==> src/rtl/ccff_chain_loader_if.sv <==
// Word-stream handshake into the configuration chain loader.
// A word transfers on any prog_clk edge where s_valid && s_ready are both high.
interface ccff_chain_loader_if #(
  parameter int DATA_W = 8
);
  logic [DATA_W-1:0] s_data;
  logic              s_valid;
  logic              s_ready;

  modport master (output s_data, output s_valid, input s_ready);
  modport slave  (input s_data, input s_valid, output s_ready);
endinterface

==> src/rtl/ccff_chain_loader.sv <==
// Serializes bitstream words LSB-first onto a column's ccff chain and holds the fabric isolated.
// Optional marker-based chain integrity check is compiled in with `define CCFF_CHECK_EN.
module ccff_chain_loader #(
  parameter int          DATA_W    = 8,
  parameter int          CHAIN_LEN = 32,
  parameter int          CNT_W     = 16,
  parameter logic [7:0]  MARKER    = 8'hA5
) (
  input  logic               prog_clk,
  input  logic               prog_reset,
  input  logic               start,
  ccff_chain_loader_if.slave s_if,
  output logic               ccff_head,
  output logic               ccff_clk_en,
  input  logic               ccff_tail,
  output logic               isol_n,
  output logic               busy,
  output logic               done,
  output logic               check_err,
  output logic [CNT_W-1:0]   bit_count,
  output logic [1:0]         dbg_state
);

  localparam logic [1:0] ST_IDLE   = 2'd0;
  localparam logic [1:0] ST_MARK   = 2'd1;
  localparam logic [1:0] ST_DATA   = 2'd2;
  localparam logic [1:0] ST_FINISH = 2'd3;

  localparam int BC_W = $clog2(DATA_W + 1);

`ifdef CCFF_CHECK_EN
  localparam int MARK_BITS = 8;
  logic [7:0]       mark_q, mark_d;
  logic             check_err_q, check_err_d;
  logic [CNT_W-1:0] chk_idx;
  logic [2:0]       mark_off;
  logic             chk_win;
`else
  localparam int MARK_BITS = 0;
  logic unused_inputs;
  assign unused_inputs = ^{MARKER, ccff_tail};
`endif

  localparam logic [CNT_W-1:0] LAST_IDX = CNT_W'(CHAIN_LEN + MARK_BITS - 1);

  logic [1:0]        state_q, state_d;
  logic [DATA_W-1:0] buf_q, buf_d;
  logic [BC_W-1:0]   buf_cnt_q, buf_cnt_d;
  logic              head_q, head_d;
  logic              clk_en_q, clk_en_d;
  logic              isol_n_q, isol_n_d;
  logic              busy_q, busy_d;
  logic              done_q, done_d;
  logic [CNT_W-1:0]  bit_count_q, bit_count_d;
  logic              s_ready_c;
  logic              last_shift;

  always_comb begin
    state_d     = state_q;
    buf_d       = buf_q;
    buf_cnt_d   = buf_cnt_q;
    head_d      = head_q;
    clk_en_d    = 1'b0;
    isol_n_d    = isol_n_q;
    busy_d      = busy_q;
    done_d      = 1'b0;
    bit_count_d = bit_count_q;
    s_ready_c   = 1'b0;
    last_shift  = (bit_count_q == LAST_IDX);
`ifdef CCFF_CHECK_EN
    mark_d      = mark_q;
    check_err_d = check_err_q;
    // The tail is judged in the cycle the enable is presented, i.e. before that advance.
    chk_idx     = bit_count_q - CNT_W'(1);
    mark_off    = 3'(chk_idx - CNT_W'(CHAIN_LEN));
    chk_win     = clk_en_q && (chk_idx >= CNT_W'(CHAIN_LEN)) &&
                  (chk_idx < CNT_W'(CHAIN_LEN + 8));
    if (chk_win && (ccff_tail != MARKER[mark_off])) check_err_d = 1'b1;
`endif

    case (state_q)
      ST_IDLE: begin
        if (start) begin
          isol_n_d    = 1'b0;
          busy_d      = 1'b1;
          bit_count_d = '0;
          buf_cnt_d   = '0;
`ifdef CCFF_CHECK_EN
          check_err_d = 1'b0;
          // First marker bit goes out immediately so the chain starts moving next cycle.
          head_d      = MARKER[0];
          clk_en_d    = 1'b1;
          bit_count_d = CNT_W'(1);
          mark_d      = MARKER >> 1;
          state_d     = ST_MARK;
`else
          state_d     = ST_DATA;
`endif
        end
      end
      ST_MARK: begin
`ifdef CCFF_CHECK_EN
        head_d      = mark_q[0];
        clk_en_d    = 1'b1;
        mark_d      = mark_q >> 1;
        bit_count_d = bit_count_q + CNT_W'(1);
        if (bit_count_q == CNT_W'(MARK_BITS - 1)) state_d = ST_DATA;
`else
        state_d = ST_IDLE;
`endif
      end
      ST_DATA: begin
        if (buf_cnt_q == '0) begin
          // Empty buffer: a fresh word's bit 0 bypasses straight to the head.
          s_ready_c = 1'b1;
          if (s_if.s_valid) begin
            head_d      = s_if.s_data[0];
            clk_en_d    = 1'b1;
            bit_count_d = bit_count_q + CNT_W'(1);
            buf_d       = s_if.s_data >> 1;
            buf_cnt_d   = BC_W'(DATA_W - 1);
          end
        end else begin
          s_ready_c   = (buf_cnt_q == BC_W'(1)) && !last_shift;
          head_d      = buf_q[0];
          clk_en_d    = 1'b1;
          bit_count_d = bit_count_q + CNT_W'(1);
          if (s_ready_c && s_if.s_valid) begin
            buf_d     = s_if.s_data;
            buf_cnt_d = BC_W'(DATA_W);
          end else begin
            buf_d     = buf_q >> 1;
            buf_cnt_d = buf_cnt_q - BC_W'(1);
          end
        end
        if (clk_en_d && last_shift) begin
          buf_cnt_d = '0;
          state_d   = ST_FINISH;
        end
      end
      default: begin
        done_d   = 1'b1;
        isol_n_d = 1'b1;
        busy_d   = 1'b0;
        state_d  = ST_IDLE;
      end
    endcase
  end

  always_ff @(posedge prog_clk) begin
    if (!prog_reset) begin
      state_q     <= ST_IDLE;
      buf_q       <= '0;
      buf_cnt_q   <= '0;
      head_q      <= 1'b0;
      clk_en_q    <= 1'b0;
      isol_n_q    <= 1'b0;
      busy_q      <= 1'b0;
      done_q      <= 1'b0;
      bit_count_q <= '0;
`ifdef CCFF_CHECK_EN
      mark_q      <= '0;
      check_err_q <= 1'b0;
`endif
    end else begin
      state_q     <= state_d;
      buf_q       <= buf_d;
      buf_cnt_q   <= buf_cnt_d;
      head_q      <= head_d;
      clk_en_q    <= clk_en_d;
      isol_n_q    <= isol_n_d;
      busy_q      <= busy_d;
      done_q      <= done_d;
      bit_count_q <= bit_count_d;
`ifdef CCFF_CHECK_EN
      mark_q      <= mark_d;
      check_err_q <= check_err_d;
`endif
    end
  end

  assign s_if.s_ready = s_ready_c;
  assign ccff_head    = head_q;
  assign ccff_clk_en  = clk_en_q;
  assign isol_n       = isol_n_q;
  assign busy         = busy_q;
  assign done         = done_q;
  assign bit_count    = bit_count_q;
  assign dbg_state    = state_q;
`ifdef CCFF_CHECK_EN
  assign check_err    = check_err_q;
`else
  assign check_err    = 1'b0;
`endif

endmodule

==> src/flat_wrapper.sv <==
// flat-port wrapper written by rule: the top's interface ports become plain ports
module ccff_chain_loader_flat 
#(
  parameter int          DATA_W    = 8,
  parameter int          CHAIN_LEN = 32,
  parameter int          CNT_W     = 16,
  parameter logic [7:0]  MARKER    = 8'hA5
)
  (prog_clk, prog_reset, start, ccff_head, ccff_clk_en, ccff_tail, isol_n, busy, done, check_err, bit_count, dbg_state, s_if_s_data, s_if_s_valid, s_if_s_ready);
  ccff_chain_loader_if #(.DATA_W(DATA_W)) s_if_i ();
  input  logic prog_clk;
  input  logic prog_reset;
  input  logic start;
  output logic ccff_head;
  output logic ccff_clk_en;
  input  logic ccff_tail;
  output logic isol_n;
  output logic busy;
  output logic done;
  output logic check_err;
  output logic [CNT_W-1:0] bit_count;
  output logic [1:0] dbg_state;
  input wire logic [$bits(s_if_i.s_data)-1:0] s_if_s_data;
  input wire logic [$bits(s_if_i.s_valid)-1:0] s_if_s_valid;
  output wire logic [$bits(s_if_i.s_ready)-1:0] s_if_s_ready;
  assign s_if_i.s_data = s_if_s_data;
  assign s_if_i.s_valid = s_if_s_valid;
  assign s_if_s_ready = s_if_i.s_ready;
  ccff_chain_loader #(.DATA_W(DATA_W), .CHAIN_LEN(CHAIN_LEN), .CNT_W(CNT_W), .MARKER(MARKER)) u_core (.prog_clk(prog_clk), .prog_reset(prog_reset), .start(start), .s_if(s_if_i), .ccff_head(ccff_head), .ccff_clk_en(ccff_clk_en), .ccff_tail(ccff_tail), .isol_n(isol_n), .busy(busy), .done(done), .check_err(check_err), .bit_count(bit_count), .dbg_state(dbg_state));
endmodule
==> config.mk <==
export PLATFORM = sky130hd
export DESIGN_NAME = ccff_chain_loader_flat
export DESIGN_NICKNAME = d
export VERILOG_FILES = /design/src/rtl/ccff_chain_loader_if.sv /design/src/rtl/ccff_chain_loader.sv /design/src/flat_wrapper.sv
export SDC_FILE = /design/constraint.sdc
export NUM_CORES = 1
export LEC_CHECK = 0
export ABC_CLOCK_PERIOD_IN_PS = 1800
export CAP_MARGIN = 0
export CELL_PAD_IN_SITES_DETAIL_PLACEMENT = 0
export CELL_PAD_IN_SITES_GLOBAL_PLACEMENT = 1
export CORE_ASPECT_RATIO = 1.5
export CORE_MARGIN = 2
export CORE_UTILIZATION = 35
export DETAILED_ROUTE_END_ITERATION = 10
export PLACE_DENSITY_LB_ADDON = 0.1
export SETUP_SLACK_MARGIN = 0.02
export SLEW_MARGIN = 20
export SYNTH_ARGS = -nofsm -noshare
export SYNTH_HDL_FRONTEND = slang
export SYNTH_SLANG_ARGS = --single-unit
==> constraint.sdc <==
create_clock -name prog_clk -period 1.8 [get_ports prog_clk]
set_input_delay 0.36 -clock prog_clk [delete_from_list [all_inputs] [get_ports prog_clk]]
set_output_delay 0.36 -clock prog_clk [all_outputs]
set_load 0.01 [all_outputs]
==> run metrics <==
Layout Utilization=0.581; Port Buffers=35; count of different cell masters after synthesis=52; drt drc=0; status=finished with violations; syn_nets=248; die width=65.1 µm; Placer Congestion=0.816; clock sink count=35; Reg clk slew, reported paths=0.07 ns; Final Setup Violations=9; Yosys top cell area share=0.357; pwr dens=742 nW/µm²; most used routing layer=met2; most frequent cells in the layout=62 x buf_4, 33 x clkdlybuf4s50_1, 28 x dfxtp_1; LEAKAGE=1.21 nW; GR Util met1=0.200; clock power share=0.275; hold_buf cts=0; Cell Area, Placed=2860 µm²; Antenna Nets Post-Route=0; Reg2Reg Depth=6; setup ws final=-0.135 ns; vias in the first global route=2151; max-cap viol count=0; Row Count=33; detailed-route wire length per cell=15.3 µm; Avg Inst Size Synth=8.60 µm²; RSZ-0062 raised after global routing=true; nature of the critical path endpoint=output pin; relative slew slack=0.585; WP data arrival=1.57 ns; Yosys warnings=0; FILL cells=533; Hold Crit Depth=2; largest net degree at the start of global routing=17; Initial DRC Count=52; Sw Ratio=0.312; Inserted Diodes=0; crit path max fanout=2; TritonCTS Buffers=5; TritonCTS clock tree=built; Via-to-Cell Ratio=5.50; GR Util met2=0.430; multi-input logic area=1290 µm²; dominant synthesized flop cell=dfxtp_1; Bufs on Longest Clock Path=2; Tot GR Track Use=0.207; Hold Crit Class=flop to flop; Setup Skew=0.00389 ns; I/O pins=38; Storage cell area=712 µm²; top cell type by total area after synthesis=dfxtp_1; Hold WS=0.454 ns; layout cells sized above 1=0.357; commonest non-fill, non-tap cell in the layout=buf_4; dpl hpwl=4.53 mm; mapped cell area=1960 µm²; combinational fraction of design power=0.361; nets=347; Seq cells post-synth=35; H-tree levels=2; length of the first detailed-routing pass in iterations=4; die area=6230 µm²; VDD IR max=0.468 mV; initial antenna violation count=0; Seq/Total Area, Yosys=0.357; period utilisation layout=1.07; Slew Limit Fails=0; internal power=1.62 mW; Startpoint Class=flop; fin crit period=1.93 ns; synthesized instance count=228; synth top area cells=dfxtp_1 36%, or4_1 6.5%, ha_1 4.5%, a32o_1 3.6%, o21a_1 3.4%; Routed WL=6.10 mm; Root Buffer=clkbuf_8; Crit Path Class=flop to output pin; Slew @ Worst Pin=0.621 ns; Worst-Skew Late Latency=0.29 ns; Final Hold Viols=0; Die Y-Extent=95.7 µm; remaining global-route overflow=0; Post-synth ARST share=0; via count=2188; GR Util met3=0.0246; Flop pwr share=0.365; Core Area=5450 µm²; Worst EP required=1.44 ns; f_max=517 MHz; Starting Density=0.360; EDFF count, synth=0; Net Sw Power=735 µW; failing checks=negative setup slack; global-route wire length before repair=10.0 mm; design area=3170 µm²; Area Growth Syn to Fin=61.5%
-- worst paths after layout --
path                             start             endpoint  slack [ns]
setup / recovery  u_core.bit_count[11]         s_if_s_ready       -0.13
hold / removal         u_core.buf_q[7]      u_core.buf_q[7]        0.45
setup reg to reg   u_core.buf_cnt_q[0]  u_core.buf_cnt_q[0]       -0.04
hold reg to reg        u_core.buf_q[7]      u_core.buf_q[7]        0.45
-- area by class of cell --
type,count,share of cell area
Sequential cell,35,0.225
Timing Repair Buffer,105,0.294
Multi-Input combinational cell,170,0.408
Tap cell,70,0.0276
Inverter,10,0.0142
Clock buffer,8,0.0316
-- state kept, by name (all words and copies together) (netlist names) --
signal,cells
u_core.ccff_clk_en,1
u_core.buf_q,8
u_core.ccff_head,1
u_core.bit_count,16
u_core.done,1
u_core.isol_n,1
u_core.buf_cnt_q,4
u_core.busy,1
u_core.dbg_state,2
-- stage by stage --
step                      instances  worst slack (ns)  power, mW  setup TNS [ns]
final                           398            -0.135       2.35          -0.266
after global routing            398            -0.223       2.47           -1.30
after CTS                       394            -0.206       2.33          -0.230
after detailed placement        381            -0.312       1.60           -7.31
after global placement          381            -0.299       1.59           -7.16
after floorplan                 228            0.0193       1.27               0
-- worst max-delay path, cell delays in order (launching register included) --
cell and delay, ns:
dfxtp_2 0.34, nor4_4 0.27, buf_4 0.16, nand4_1 0.13, a21oi_2 0.19, nor4_2 0.05, buf_2 0.15
-- timing repair --
item                       CTS  global route
pin swaps                   18             7
gates cloned                 1             0
gates resized for setup     23            15
setup endpoints to repair   12            25
buffers inserted             5             4
-- metal layers --
metal / part of all wire / wire length [µm] / up-vias
met3: 0.026 / 158 / 10
met1: 0.38 / 2320 / 1055
li1: - / - / 1079
met5: 0 / 0 / -
met4: 0.021 / 131 / 0
met2: 0.57 / 3490 / 44
-- kinds of logic after synthesis --
| group | share of synthesized area |
|---|---|
| AND/OR/NAND/NOR | 0.277 |
| AO/OA/AOI/OAI | 0.242 |
| flip-flops | 0.357 |
| buffers and inverters | 0.0529 |
| adder cells (fa/ha/maj) | 0.0446 |
| multiplexers | 0.0159 |
| XOR/XNOR | 0.00893 |
| other | 0.00191 |
-- cells in the mapped netlist (7+ instances only) --
cell     number
dfxtp_1      35
nand2_1      17
or4_1        17
nor2_1       13
a21oi_1      12
nand3_1      12
inv_1         9
o21a_1        9
o21ai_0       9
a32o_1        7
ha_1          7
o31ai_1       7
-- power groups by stage --
stage | clock network (mW) | registers (mW) | logic (mW)
final | 0.646 | 0.857 | 0.848
after global routing | 0.690 | 0.862 | 0.919
after CTS | 0.663 | 0.857 | 0.812
after detailed placement | 0 | 0.874 | 0.726
after global placement | 0 | 0.872 | 0.722
after floorplan | 0 | 0.884 | 0.385
No activity file was read; power rests on OpenSTA's default activity.
==> edit 1: new RTL, same settings <==
The option `CCFF_CHECK_EN` is turned on by a define.
--- a/src/rtl/ccff_chain_loader.sv
+++ b/src/rtl/ccff_chain_loader.sv
@@ -1,5 +1,7 @@
 // Serializes bitstream words LSB-first onto a column's ccff chain and holds the fabric isolated.
 // Optional marker-based chain integrity check is compiled in with `define CCFF_CHECK_EN.
+`define CCFF_CHECK_EN
+
 module ccff_chain_loader #(
   parameter int          DATA_W    = 8,
   parameter int          CHAIN_LEN = 32,
Formal check against the unedited RTL: not equivalent (a bounded check fails within 4 cycles, from zero or initial values and one cycle with prog_reset low).
==> edit 1 against the original RTL <==
- the run still ends with negative setup slack left
- fmax shrank 10%
- sequential cell count is 8 higher
- synthesized area increased by 25%
- non-clock buffer count is 4 higher
- die area up 23%
- count of clock-buffer cells in the layout decreased by 2
- clock skew is 0.0037 ns higher
- final area grew 19%
- setup slack worse by 0.22 ns
- routed wire length increased by 17%
- core utilization shrank 2.8 points
- critical endpoint unchanged
Power is not compared: it rests on default switching activity, and its combinational part moved more than twofold at a synthesized area within 25%.
==> edit 1: results (changes against the original RTL) <==
Global Route Usage Sum = 19.8% (-0.96 points)
Final clock skew = 0.00756 ns (+0.00367 ns)
Status = finished, violations left
Setup WS pre-CTS = -0.412 ns (-0.101 ns)
Top cells by area, synth = dfxtp_1, ha_1, nand2_1, mux2i_1, xnor2_1
Count of buffers from port buffering = 37 (+5.7%)
CP arrival = 1.79 ns (+0.22 ns)
Fraction of layout cells with a size suffix above 1 = 30.1% (-5.6 points)
Placed Cells = 450 (+18%)
Relative slew slack = 70.5% (+12 points)
Final setup margin = -0.353 ns (-0.218 ns)
Final setup violating endpoints = 23 (+14)
Worst Setup SP = u_core.bit_count[6]
Reg2reg end = u_core.dbg_state[0]
Syn_nets = 314 (+27%)
Worst Hold Slack = 0.462 ns (+0.00797 ns)
R2R setup slack = -0.22 ns (-0.18 ns)
DP HPWL = 5360 um (+18%)
Synthesized instance count = 292 (+28%)
Vias = 2459 (+12%)
Post-Synth XOR/XNOR Area = 6.45% (+5.6 points)
Post-DR vias/cell = 5.23 (-4.8%)
Synth Area in Adders = 4.60% (+0.14 points)
Slowest CP cell = or4_4
GPL Wtd Cong = 0.814 (-0.21%)
Postcts setup bufs = 4 (-1)
Failing checks = negative setup slack
Worst stage delay on the critical path = 0.55 ns (+0.21 ns)
Final net count = 413 (+19%)
Synth cell count leaders = dfxtp_1, nand2_1, nor2_1, o21ai_0, inv_1
## edit 1: changes by cell type after synthesis, sizes merged, moves of 8 or more
| cell | before | now |
|---|---|---|
| nand2 | 17 | 30 |
| dfxtp | 35 | 43 |
| xnor2 | 1 | 12 |
| mux2i | 2 | 11 |
| nor2 | 14 | 22 |
| or4 | 17 | 3 |
| o21ai | 10 | 23 |
| nor2b | 1 | 9 |
## edit 1: stage by stage
stage | setup TNS, ns | utilization (%) | instance area (um2) | total power, mW
global route | -5.23 | 55.3 | 3760 | 4.41
global placement | -8.85 | 49.9 | 3400 | 3.21
finish | -2.42 | 55.3 | 3760 | 4.11
CTS | -3.33 | 53.4 | 3630 | 4.07
detailed placement | -8.77 | 49.9 | 3400 | 3.22
floorplan | -0.0332 | - | 2500 | 2.31
## edit 1: worst min-delay path by stage
| stage | endpoint | startpoint | cells past startpoint |
|---|---|---|---|
| after floorplan | u_core.mark_q[4] | u_core.mark_q[4] | 2 |
| after global placement | u_core.mark_q[4] | u_core.mark_q[4] | 2 |
| after detailed placement | u_core.mark_q[4] | u_core.mark_q[4] | 2 |
| after CTS | u_core.mark_q[4] | u_core.mark_q[4] | 2 |
| after global routing | u_core.mark_q[4] | u_core.mark_q[4] | 2 |
| final | u_core.mark_q[4] | u_core.mark_q[4] | 2 |
## edit 1: area by class of cell
cell class	instances	area, um2
Clock buffer	6	72.6
Sequential cell	43	868
Clock inverter	2	12.5
Timing Repair Buffer	109	1030
Fill cell	631	3040
Tap cell	78	97.6
Multi-Input combinational cell	218	1630
Inverter	14	52.6
## edit 1: metal layers
metal | global-route usage [%] | vias to the layer above | wire, um
met4 | 8.36 | 0 | 141
met5 | 0 | - | 0
met2 | 36.2 | 55 | 3910
met3 | 3.22 | 10 | 252
met1 | 21.8 | 1154 | 2850
li1 | - | 1240 | -
==> edit 2: new RTL, same flow settings <==
Without the edit above. Put one more register stage on the output `bit_count`, with the module's reset. The value now appears one clock later. The other outputs are not delayed to match.
--- a/src/rtl/ccff_chain_loader.sv
+++ b/src/rtl/ccff_chain_loader.sv
@@ -185,7 +185,13 @@
   assign isol_n       = isol_n_q;
   assign busy         = busy_q;
   assign done         = done_q;
-  assign bit_count    = bit_count_q;
+  always_ff @(posedge prog_clk) begin
+    if (!prog_reset) begin
+      bit_count <= '0;
+    end else begin
+      bit_count <= bit_count_q;
+    end
+  end
   assign dbg_state    = state_q;
 `ifdef CCFF_CHECK_EN
   assign check_err    = check_err_q;
Function: changed (Yosys sat finds a counterexample within 4 cycles, from zero or initial values and one cycle with prog_reset low).
==> edit 2 against the original RTL <==
- the run still ends with negative setup slack left
- synthesized area increased by 23%
- sequential cell count increased by 16
- critical path depth unchanged
- routed wire length increased by 5.3%
- first-iteration DRC count increased by 12%
- synthesized cell count increased by 13%
- setup slack improved by 0.047 ns
- register-to-register slack got worse by 0.04 ns
- non-clock buffer count decreased by 4
- final area increased by 14%
- total power increased by 16%
- combinational power about the same
- critical endpoint unchanged
- largest cell class unchanged
- largest power group unchanged
==> edit 2: results (changes against the original RTL) <==
Setup WS pre-CTS = -0.419 ns (-0.107 ns)
Placed Cells = 416 (+9.2%)
Setup TNS = -0.515 ns (-0.250 ns)
Post-Synth XOR/XNOR Area = 1.82% (+0.93 points)
Met1 wire length = 2620 um (+13%)
Vias = 2286 (+4.5%)
Synth cell count leaders = dfxtp_1, nor2_1, and2_1, nand2_1
Vias in the first global route = 2359 (+9.7%)
Final clock skew = 0.00352 ns (-0.000372 ns)
Top cells by area, synth = dfxtp_1, and2_1, a211oi_2, ha_1, nor2_1
DP HPWL = 4790 um (+5.8%)
Leak Pwr = 1.40 nW (+16%)
Syn_nets = 278 (+12%)
Post-DR vias/cell = 5.28 (-4.0%)
Mux cell area share after synthesis = 0.988% (-0.61 points)
Synth Area in Compound Gates = 20.8% (-3.4 points)
Fraction of layout cells with a size suffix above 1 = 34.9% (-0.74 points)
Dpl cell area = 0.00331 mm2 (+16%)
Drt initial violations = 58 (+12%)
Global-route wire length before repair = 11000 um (+10%)
Power Clock = 0.645 mW (about the same)
Met2 WL = 3480 um (-0.46%)
Final setup violating endpoints = 8 (-1)
Global Route Usage Sum = 18.1% (-2.6 points)
Final setup margin = -0.0875 ns (+0.0471 ns)
Worst stage delay on the critical path = 0.36 ns (+0.02 ns)
Wire length per cell = 14.8 um (-3.2%)
Post-synth cell types = 55 (+5.8%)
Sequential-to-total area share from yosys stat = 42.4% (+6.7 points)
Synthesized instance count = 258 (+13%)
Metal3 WL = 200 um (+27%)
Worst r2r path cells = 5 (-1)
Sequential Power = 1.24 mW (+45%)
Peak supply drop = 344 uV (-27%)
Routing usage on met3 = 3.15% (+0.70 points)
CP arrival = 1.53 ns (-0.04 ns)
PD cells = 761 mW/mm2 (+2.5%)
GPL Wtd Cong = 0.795 (-2.5%)
Status = finished, violations left
Largest net degree at the start of global routing = 16 (-1)
Met2 Track Usage GR = 32.8% (-10 points)
Internal power = 1.90 mW (+18%)
Worst-path clk slew = 0.09 ns (+0.02 ns)
Final net count = 374 (+7.8%)
GR met1 Demand/Resource = 20.7% (+0.68 points)
Synth Area in Adders = 3.64% (-0.82 points)
Failing checks = negative setup slack
[edit 2: area by class of cell]
class,count,area [um2]
well taps,78,97.6
repair buffers,101,885
clock inverters,1,5.00
inverters,10,42.5
clock buffers,7,76.3
multi-input cells,185,1460
flip-flops and latches,51,1040
fillers,665,3160
[edit 2: kinds of logic (layout without fill, tap and decap cells)]
family	Yosys count	in the layout
compound gates	64	64
xor+xnor	5	5
fa+ha+maj	7	7
buf+inv	22	119
flops	51	51
mux	2	2
other cells	1	1
simple gates	106	106
[edit 2: path summary, 6_finish.rpt]
path,startpoint,endpoint,slack (ns)
worst max register to register,u_core.bit_count_q[12],u_core.buf_q[1],-0.08
worst min register to register,u_core.ccff_head,u_core.ccff_head,0.51
worst max-delay path,u_core.bit_count_q[0],s_if_s_ready,-0.09
worst min-delay path,u_core.ccff_head,u_core.ccff_head,0.51
[edit 2: what timing repair did]
action	in CTS	in global routing
buffers inserted	9	0
resized for setup	25	17
endpoints found under the setup margin	20	25
pin swaps	13	3
